`src/rtl/add_accu_pkg.sv`:
```
// Width helpers shared by the add_accu accumulator and its output buffer.
// Used to size the accumulator so that a full fold of extreme terms never wraps.
package add_accu_pkg;

    // Smallest width that holds v, as two's complement when sgn is set.
    function automatic int bitwidth(longint v, bit sgn);
        int w = 64;
        for (int i = 62; i >= 1; i--) begin
            if (sgn) begin
                if (v >= -(longint'(1) <<< (i - 1)) && v < (longint'(1) <<< (i - 1)))
                    w = i;
            end else if (v < (longint'(1) << i)) begin
                w = i;
            end
        end
        return w;
    endfunction

    function automatic int sumwidth(int folds, int argw, longint lo, longint hi);
        bit sgn = (lo < 0);
        int wlo = bitwidth(folds * lo, sgn);
        int whi = bitwidth(folds * hi, sgn);
        int w   = (wlo > whi) ? wlo : whi;
        return (w > argw) ? w : argw;
    endfunction

endpackage

```
`src/rtl/add_accu_obuf.sv`:
```
// Two-entry valid/ready FIFO; prdy depends only on registered occupancy.
module add_accu_obuf #(
    parameter int W = 8
) (
    input  logic         clk,
    input  logic         rst,
    input  logic         pvld,
    output logic         prdy,
    input  logic [W-1:0] pdat,
    output logic         cvld,
    input  logic         crdy,
    output logic [W-1:0] cdat
);

    logic [W-1:0] head;
    logic [W-1:0] tail;
    logic [1:0]   occ;
    logic         push;
    logic         pop;

    assign prdy = (occ != 2'd2);
    assign cvld = (occ != 2'd0);
    assign cdat = head;
    assign push = pvld && prdy;
    assign pop  = cvld && crdy;

    // A pop from a full buffer cannot coincide with a push, since prdy is low then.
    always_ff @(posedge clk) begin
        if (rst) begin
            head <= '0;
            tail <= '0;
            occ  <= 2'd0;
        end else begin
            if (pop) begin
                if (occ == 2'd2)
                    head <= tail;
                else if (push)
                    head <= pdat;
            end else if (push) begin
                if (occ == 2'd0)
                    head <= pdat;
                else
                    tail <= pdat;
            end
            occ <= occ + {1'b0, push} - {1'b0, pop};
        end
    end

endmodule

```
`src/rtl/add_accu.sv`:
```
// Streaming temporal accumulator: sums each last-framed fold of terms and
// hands one {sum, count} result per fold to a 2-entry output buffer.
module add_accu
    import add_accu_pkg::*;
#(
    parameter  int ARG_WIDTH = 8,
    parameter  int ARG_LO    = -128,
    parameter  int ARG_HI    = 127,
    parameter  int MAX_FOLD  = 64,
    localparam int ACC_WIDTH = sumwidth(MAX_FOLD, ARG_WIDTH, ARG_LO, ARG_HI),
    localparam int CNT_WIDTH = $clog2(MAX_FOLD + 1)
) (
    input  logic                 clk,
    input  logic                 rst,
    input  logic                 ivld,
    output logic                 irdy,
    input  logic [ARG_WIDTH-1:0] iarg,
    input  logic                 ilast,
    output logic                 ovld,
    input  logic                 ordy,
    output logic [ACC_WIDTH-1:0] osum,
    output logic [CNT_WIDTH-1:0] ocnt,
    output logic                 oerr
);

    typedef struct packed {
        logic [ACC_WIDTH-1:0] sum;
        logic [CNT_WIDTH-1:0] cnt;
    } accu_out_t;

    localparam bit SIGNED = (ARG_LO < 0);
    localparam logic [CNT_WIDTH:0] MAX_CNT = (CNT_WIDTH + 1)'(MAX_FOLD);

    logic [ACC_WIDTH-1:0] acc;
    logic [CNT_WIDTH-1:0] cnt;
    logic                 first;
    logic                 buf_rdy;
    logic                 xfer;
    logic [ACC_WIDTH-1:0] arg_ext;
    logic [ACC_WIDTH-1:0] sum_nxt;
    logic [CNT_WIDTH-1:0] cnt_base;
    logic [CNT_WIDTH:0]   cnt_inc;
    logic                 ovf;
    logic [CNT_WIDTH-1:0] cnt_nxt;
    accu_out_t            push_dat;
    accu_out_t            head_dat;

    assign irdy     = buf_rdy && !rst;
    assign xfer     = ivld && irdy;
    assign arg_ext  = SIGNED ? ACC_WIDTH'($signed(iarg)) : ACC_WIDTH'(iarg);
    assign sum_nxt  = (first ? '0 : acc) + arg_ext;
    assign cnt_base = first ? '0 : cnt;

    // The count is computed one bit wider so a term past MAX_FOLD is visible.
    assign cnt_inc  = {1'b0, cnt_base} + (CNT_WIDTH + 1)'(1);
    assign ovf      = (cnt_inc > MAX_CNT);
    assign cnt_nxt  = ovf ? MAX_CNT[CNT_WIDTH-1:0] : cnt_inc[CNT_WIDTH-1:0];

    assign push_dat.sum = sum_nxt;
    assign push_dat.cnt = cnt_nxt;
    assign osum         = head_dat.sum;
    assign ocnt         = head_dat.cnt;

    always_ff @(posedge clk) begin
        if (rst) begin
            acc   <= '0;
            cnt   <= '0;
            first <= 1'b1;
            oerr  <= 1'b0;
        end else if (xfer) begin
            if (ovf)
                oerr <= 1'b1;
            if (ilast) begin
                first <= 1'b1;
            end else begin
                acc   <= sum_nxt;
                cnt   <= cnt_nxt;
                first <= 1'b0;
            end
        end
    end

    add_accu_obuf #(
        .W($bits(accu_out_t))
    ) u_obuf (
        .clk  (clk),
        .rst  (rst),
        .pvld (xfer && ilast),
        .prdy (buf_rdy),
        .pdat (push_dat),
        .cvld (ovld),
        .crdy (ordy),
        .cdat (head_dat)
    );

endmodule

```
`config.mk`:
```
export PLATFORM = sky130hd
export DESIGN_NAME = add_accu
export DESIGN_NICKNAME = d
export VERILOG_FILES = /design/src/rtl/add_accu_pkg.sv /design/src/rtl/add_accu_obuf.sv /design/src/rtl/add_accu.sv
export SDC_FILE = /design/constraint.sdc
export NUM_CORES = 1
export LEC_CHECK = 0
export CAP_MARGIN = 5
export CORE_MARGIN = 10
export CORE_UTILIZATION = 57
export DETAILED_ROUTE_END_ITERATION = 10
export GPL_TIMING_DRIVEN = 0
export HOLD_SLACK_MARGIN = 0.03
export PLACE_DENSITY = 0.77
export SLEW_MARGIN = 5
export SYNTH_ARGS = -nofsm -noshare
export SYNTH_HDL_FRONTEND = slang
export SYNTH_SLANG_ARGS = --single-unit
```
`constraint.sdc`:
```
create_clock -name clk -period 2.9 [get_ports clk]
set_input_delay 0.58 -clock clk [delete_from_list [all_inputs] [get_ports clk]]
set_output_delay 0.58 -clock clk [all_outputs]
set_load 0.005 [all_outputs]
```
[Yosys cells after proc, flatten, opt, wreduce, memory -nomap -nowiden]
Index checks and enable logic that the tools add are counted.
Word-level totals
  flip-flop bits (word level): 67
  latch bits: 0
  memory bits (writable): 0
  bits in read-only memories: 0
  bits of input ports: 13
  output and inout port bits: 24
  word-level logic and storage cells: 41
  memories kept: 0
Cells by class
  add/subtract/negate cells: 4
  $mul: 0
  divide/modulo/power cells: 0
  $lt $le $gt $ge: 1
  eq/ne operators: 2
  shifts and indexed selects: 0
  muxes and demuxes: 9
  bitwise logic cells: 3
  reduce and logical (&&, ||, !) cells: 15
Operators by type and width (number)
  two-way mux 21 bit: 5
  adder 14 bit: 1
  two-way mux 14 bit: 1
  two-way mux 7 bit: 2
  adder 7 x 1 -> 8 bit (second input constant): 1
  greater-than comparator 8 x 7 -> 1 bit (second input constant): 1
  nonzero test 2 bit: 4
  AND reduction 3 bit: 2
  logical AND 1 bit: 5
  AND reduction 2 bit: 2
  NOT 1 bit: 3
  adder 2 x 1 -> 2 bit: 1
  == test 2 bit (second input constant): 1
  logical NOT 2 bit: 1
  inequality test 2 bit (second input constant): 1
  subtractor 2 x 1 -> 2 bit: 1
  logical NOT 1 bit: 1
  two-way mux 1 bit: 1

[Longest topological paths before layout]
  depth after elaboration: 8
  mapped depth: 12
  mapped depth without buffers: 10

[Cells and area by module]
Synthesis repeated with hierarchy kept, for this count alone.
Second synthesis, totals
  cells, all modules: 478
  area, all modules: 3982.6 um2
Modules (own cells, without submodules)
  add_accu_obuf: instances 1, cells an instance 210, area each 2021.9 um2, sequential area each 880.8 um2
  add_accu: instances 1, cells an instance 268, area each 1960.6 um2, sequential area each 460.4 um2

[Worst setup path before layout]
OpenSTA, ideal clock, no wires.
  path type: reg2reg
  from: reg first
  to: reg u_obuf.tail[19]
  setup time: 128 ps
  arrival time: 2460 ps
  data required time: 2772 ps
  path slack: 312 ps
  stages on the path, launching flop included: 13
  path buffers: 2
  clock period less this slack: 2588 ps
  path through: dfxtp_1 buf_2 clkbuf_1 nor2b_1 ha_1 inv_1 fa_1 nor2b_1 o31ai_2 a31oi_1 a311o_1 xnor2_1 o21ai_0
Between the ends
  cells in the longest elaborated chain, start to end: 2
Ends and longest elaborated chain
  start: declaration: line add_accu.sv:36  | logic first;
  start signal: assignment: line add_accu.sv:68  | first <= 1'b1;
  start signal: assignment: line add_accu.sv:74  | first <= 1'b1;
  start signal: assignment: line add_accu.sv:78  | first <= 1'b0;
  two-way mux 14 bit: line add_accu.sv:51  | assign sum_nxt = (first ? '0 : acc) + arg_ext;
  adder 14 bit: line add_accu.sv:51
  end signal: assignment: line add_accu_obuf.sv:43  | tail <= pdat;
  end: declaration: line add_accu_obuf.sv:16  | logic [W-1:0] tail;
Every way passes these cells.
A chain may end at the register's enable or synchronous reset.

[Worst setup path in the final report]
  from: in rst
  to: out irdy
Between the ends
  cells in the longest elaborated chain, start to end: 2
Ends and longest elaborated chain
  start: declaration: line add_accu.sv:14  | input logic rst,
  logical NOT 1 bit: line add_accu.sv:48  | assign irdy = buf_rdy && !rst;
  logical AND 1 bit: line add_accu.sv:48
  end: declaration: line add_accu.sv:16  | output logic irdy,
Every way passes these cells.

==> results.sh <==
export IMPL_root_buffer="clkbuf_8"
export IMPL_power_density_mw_per_mm2=549
export IMPL_syn_num_nets=486
export IMPL_finalWirelength_mm=9.98
export IMPL_fp_coreArea_mm2=0.00599
export IMPL_max_clock_freq_mhz=354
export IMPL_rows=28
export IMPL_pin_count=37
export IMPL_htreeDepth=3
export IMPL_drv_slew=0
export IMPL_first_global_vias=3195
export IMPL_cts_inserted_buffers=9
export IMPL_rsz0062_at_grt="false"
export IMPL_ys_seq_area_share_pct=37.7
export IMPL_endpoint_kind="output port"
export IMPL_synth_seq_cells=67
export IMPL_final_cell_area_mm2=0.00426
export IMPL_grt_pass1_wl_mm=16.1
export IMPL_holdCritPathClass="flip-flop to flip-flop"
export IMPL_area_growth_pct=19.8
export IMPL_clk_transition_reported_paths_ns=0.07
export IMPL_cts_tree="done"
export IMPL_port_buffers=36
export IMPL_fin_nets=534
export IMPL_dieArea_mm2=0.00980
export IMPL_synth_cell_type_count=49
export IMPL_syn_area_mm2=0.00356
export IMPL_postPlaceCellArea_mm2=0.00401
export IMPL_cts_max_path_buffers=2
export IMPL_postSynthCellCount=455
export IMPL_routedWlPerCell_um=17.1
export IMPL_crit_fanout=10
export IMPL_yosys_area_top_type="dfxtp_1"
export IMPL_placed_cells=566
export IMPL_grt_overflow_total=0
export IMPL_pre_cts_ws_ns=-0.450
export IMPL_syn_area_per_cell_um2=7.82
export IMPL_cp_arrival_ns=2.24
export IMPL_peakVddDrop_mv=0.514
export IMPL_antenna_found_initial=0
export IMPL_max_slew_margin_pct=49.1
export IMPL_dp_hpwl_mm=7.35
export IMPL_fp_dieH_um=99.0
export IMPL_ys_flop_type="dfxtp_1"
export IMPL_clock_latency_ns=0.35
export IMPL_required_ns=2.32
export IMPL_via_per_inst=5.88
export IMPL_min_period_over_period_pct=97.4
export IMPL_total_leakage_power_nw=1.59
export IMPL_chipWidth_um=99.0
export IMPL_grt_max_degree=13
export IMPL_finalSetupViolations=0
export IMPL_fin_cells=583
export IMPL_firstDrtPassIters=5
export IMPL_post_route_util_pct=71.1
export IMPL_yosys_warnings=0
export IMPL_num_antenna_cells=0
export IMPL_layout_min_cycle_time_ns=2.82
export IMPL_status="complete, no violations"
export IMPL_place_gp_congestion=0.931
export IMPL_synth_top_cell_area_share_pct=37.7
export IMPL_layout_drive_gt1_share_pct=7.09
export IMPL_hold_violations=0
export IMPL_yosys_top_cells_area="dfxtp_1 (38%), nand2_1 (10%), a21oi_1 (7.2%), ha_1 (6.0%), nor2_1 (3.9%)"
export IMPL_clock_skew_ns=0.0109
export IMPL_synth_edff_count=0
export IMPL_clock_sinks=67
export IMPL_async_flop_share_pct=0
export IMPL_drcViolationCount=0
export IMPL_criticalPathCategory="input pin to output port"
export IMPL_track_usage_pct=20.1
export IMPL_fin_ws_ns=0.0756
export IMPL_start_util_pct=59.4
export IMPL_drt_iter0_drc=194
export IMPL_ant_nets=0
export IMPL_worst_slew_pin_slew_ns=0.759
export IMPL_maxCapViolCount=0
export IMPL_start_kind="input pin"
export IMPL_dr_total_vias=3427
-- kinds of logic after synthesis --
family / share of synthesized area [%]
AOI/OAI and AO/OA: 21.5
adders and majority gates: 6.54
and+or+nand+nor: 25.5
DFF: 37.7
buffers and inverters: 3.97
muxes: 0.563
xor gates and xnor gates: 4.19
-- worst max-delay path, stage by stage --
cell and delay [ns]:
clkdlybuf4s50_1 0.55, clkbuf_2 0.28, buf_2 0.29, nor2_1 0.09
clkdlybuf4s50_1 0.46
-- through the flow --
stage	power, mW	hold slack (ns)	setup TNS [ns]
floorplan	1.33	0.432	0
CTS	2.33	0.453	0
finish	2.34	0.452	0
detailed placement	1.58	0.445	-4.19
global route	2.45	0.468	0
global placement	1.57	0.439	-3.38
-- layer usage --
layer | global-route usage [%] | vias to the layer above | part of all wire, %
met5 | 0 | - | 0
met4 | 5.51 | 0 | 1.7
met3 | 6.49 | 18 | 5.6
met2 | 30.8 | 95 | 45
met1 | 26.4 | 1618 | 47
li1 | - | 1696 | -
-- sequential cells by signal, indices dropped and copies added, names as in the netlist --
name	cells
u_obuf.cdat	21
u_obuf.occ	2
oerr	1
first	1
u_obuf.tail	21
cnt	7
acc	14
-- cells in the mapped netlist (all sizes together) (2+ instances only) --
library cell / instances
mux2i: 2
a21oi: 51
dfxtp: 67
clkbuf: 17
and3: 4
nor2: 37
a311o: 2
o21a: 3
buf: 6
a21boi: 4
nor4: 3
ha: 17
a22oi: 3
o211ai: 6
and2: 4
a311oi: 7
nor2b: 20
nand3: 12
nand2: 97
o21ai: 12
xnor2: 10
nor3: 5
a41oi: 3
inv: 13
or3: 2
nand2b: 3
o22ai: 2
a211oi: 14
nand4: 6
or2: 2
a31oi: 2
xor2: 7
-- cell type report --
type / instances / area, µm²
inverters: 13 / 48.8
fillers: 506 / 1730
well taps: 75 / 93.8
repair buffers: 37 / 368
flip-flops and latches: 67 / 1350
multi-input cells: 352 / 2100
clock inverters: 5 / 61.3
plain buffers: 23 / 109
clock buffers: 11 / 131
-- worst paths after layout --
check	depth (start not counted)	to	startpoint	slack, ns
max	5	irdy	rst	0.08
min	2	acc[4]	acc[4]	0.45
max reg2reg	12	u_obuf.tail[19]	first	0.15
min reg2reg	2	acc[4]	acc[4]	0.45
-- repair_timing --
| item | CTS | global route |
|---|---|---|
| pin swaps | 1 | 2 |
| endpoints found under the setup margin | 27 | 18 |
| hold buffers | 0 | 0 |
| setup buffers | 1 | 0 |
| resized for setup | 7 | 7 |
-- where the power goes --
group / switching (mW) / internal [mW]
combinational: 0.259 / 0.252
sequential: 0.0539 / 1.01
clock: 0.363 / 0.402
-- placed cells by master, fill, tap and decap left out, types with 3 or more instances in the layout --
cell type and count:
nor3_2 3, and3_1 4, dfxtp_1 66, clkdlybuf4s50_1 36, a211oi_1 13, nand3_1 12, nor2b_1 20, a22oi_1 3
inv_1 13, a21boi_0 4, o21a_1 3, clkbuf_1 17, nor4_1 3, nand4_1 5, a41oi_1 3, nor2_1 37
ha_1 17, buf_2 5, nand2b_1 3, o211ai_1 6, clkbuf_8 9, nand2_1 96, o21ai_0 12, xor2_1 7
xnor2_1 8, a311oi_1 7, and2_1 4, a21oi_1 51
Power figures use the tool's default switching activity.
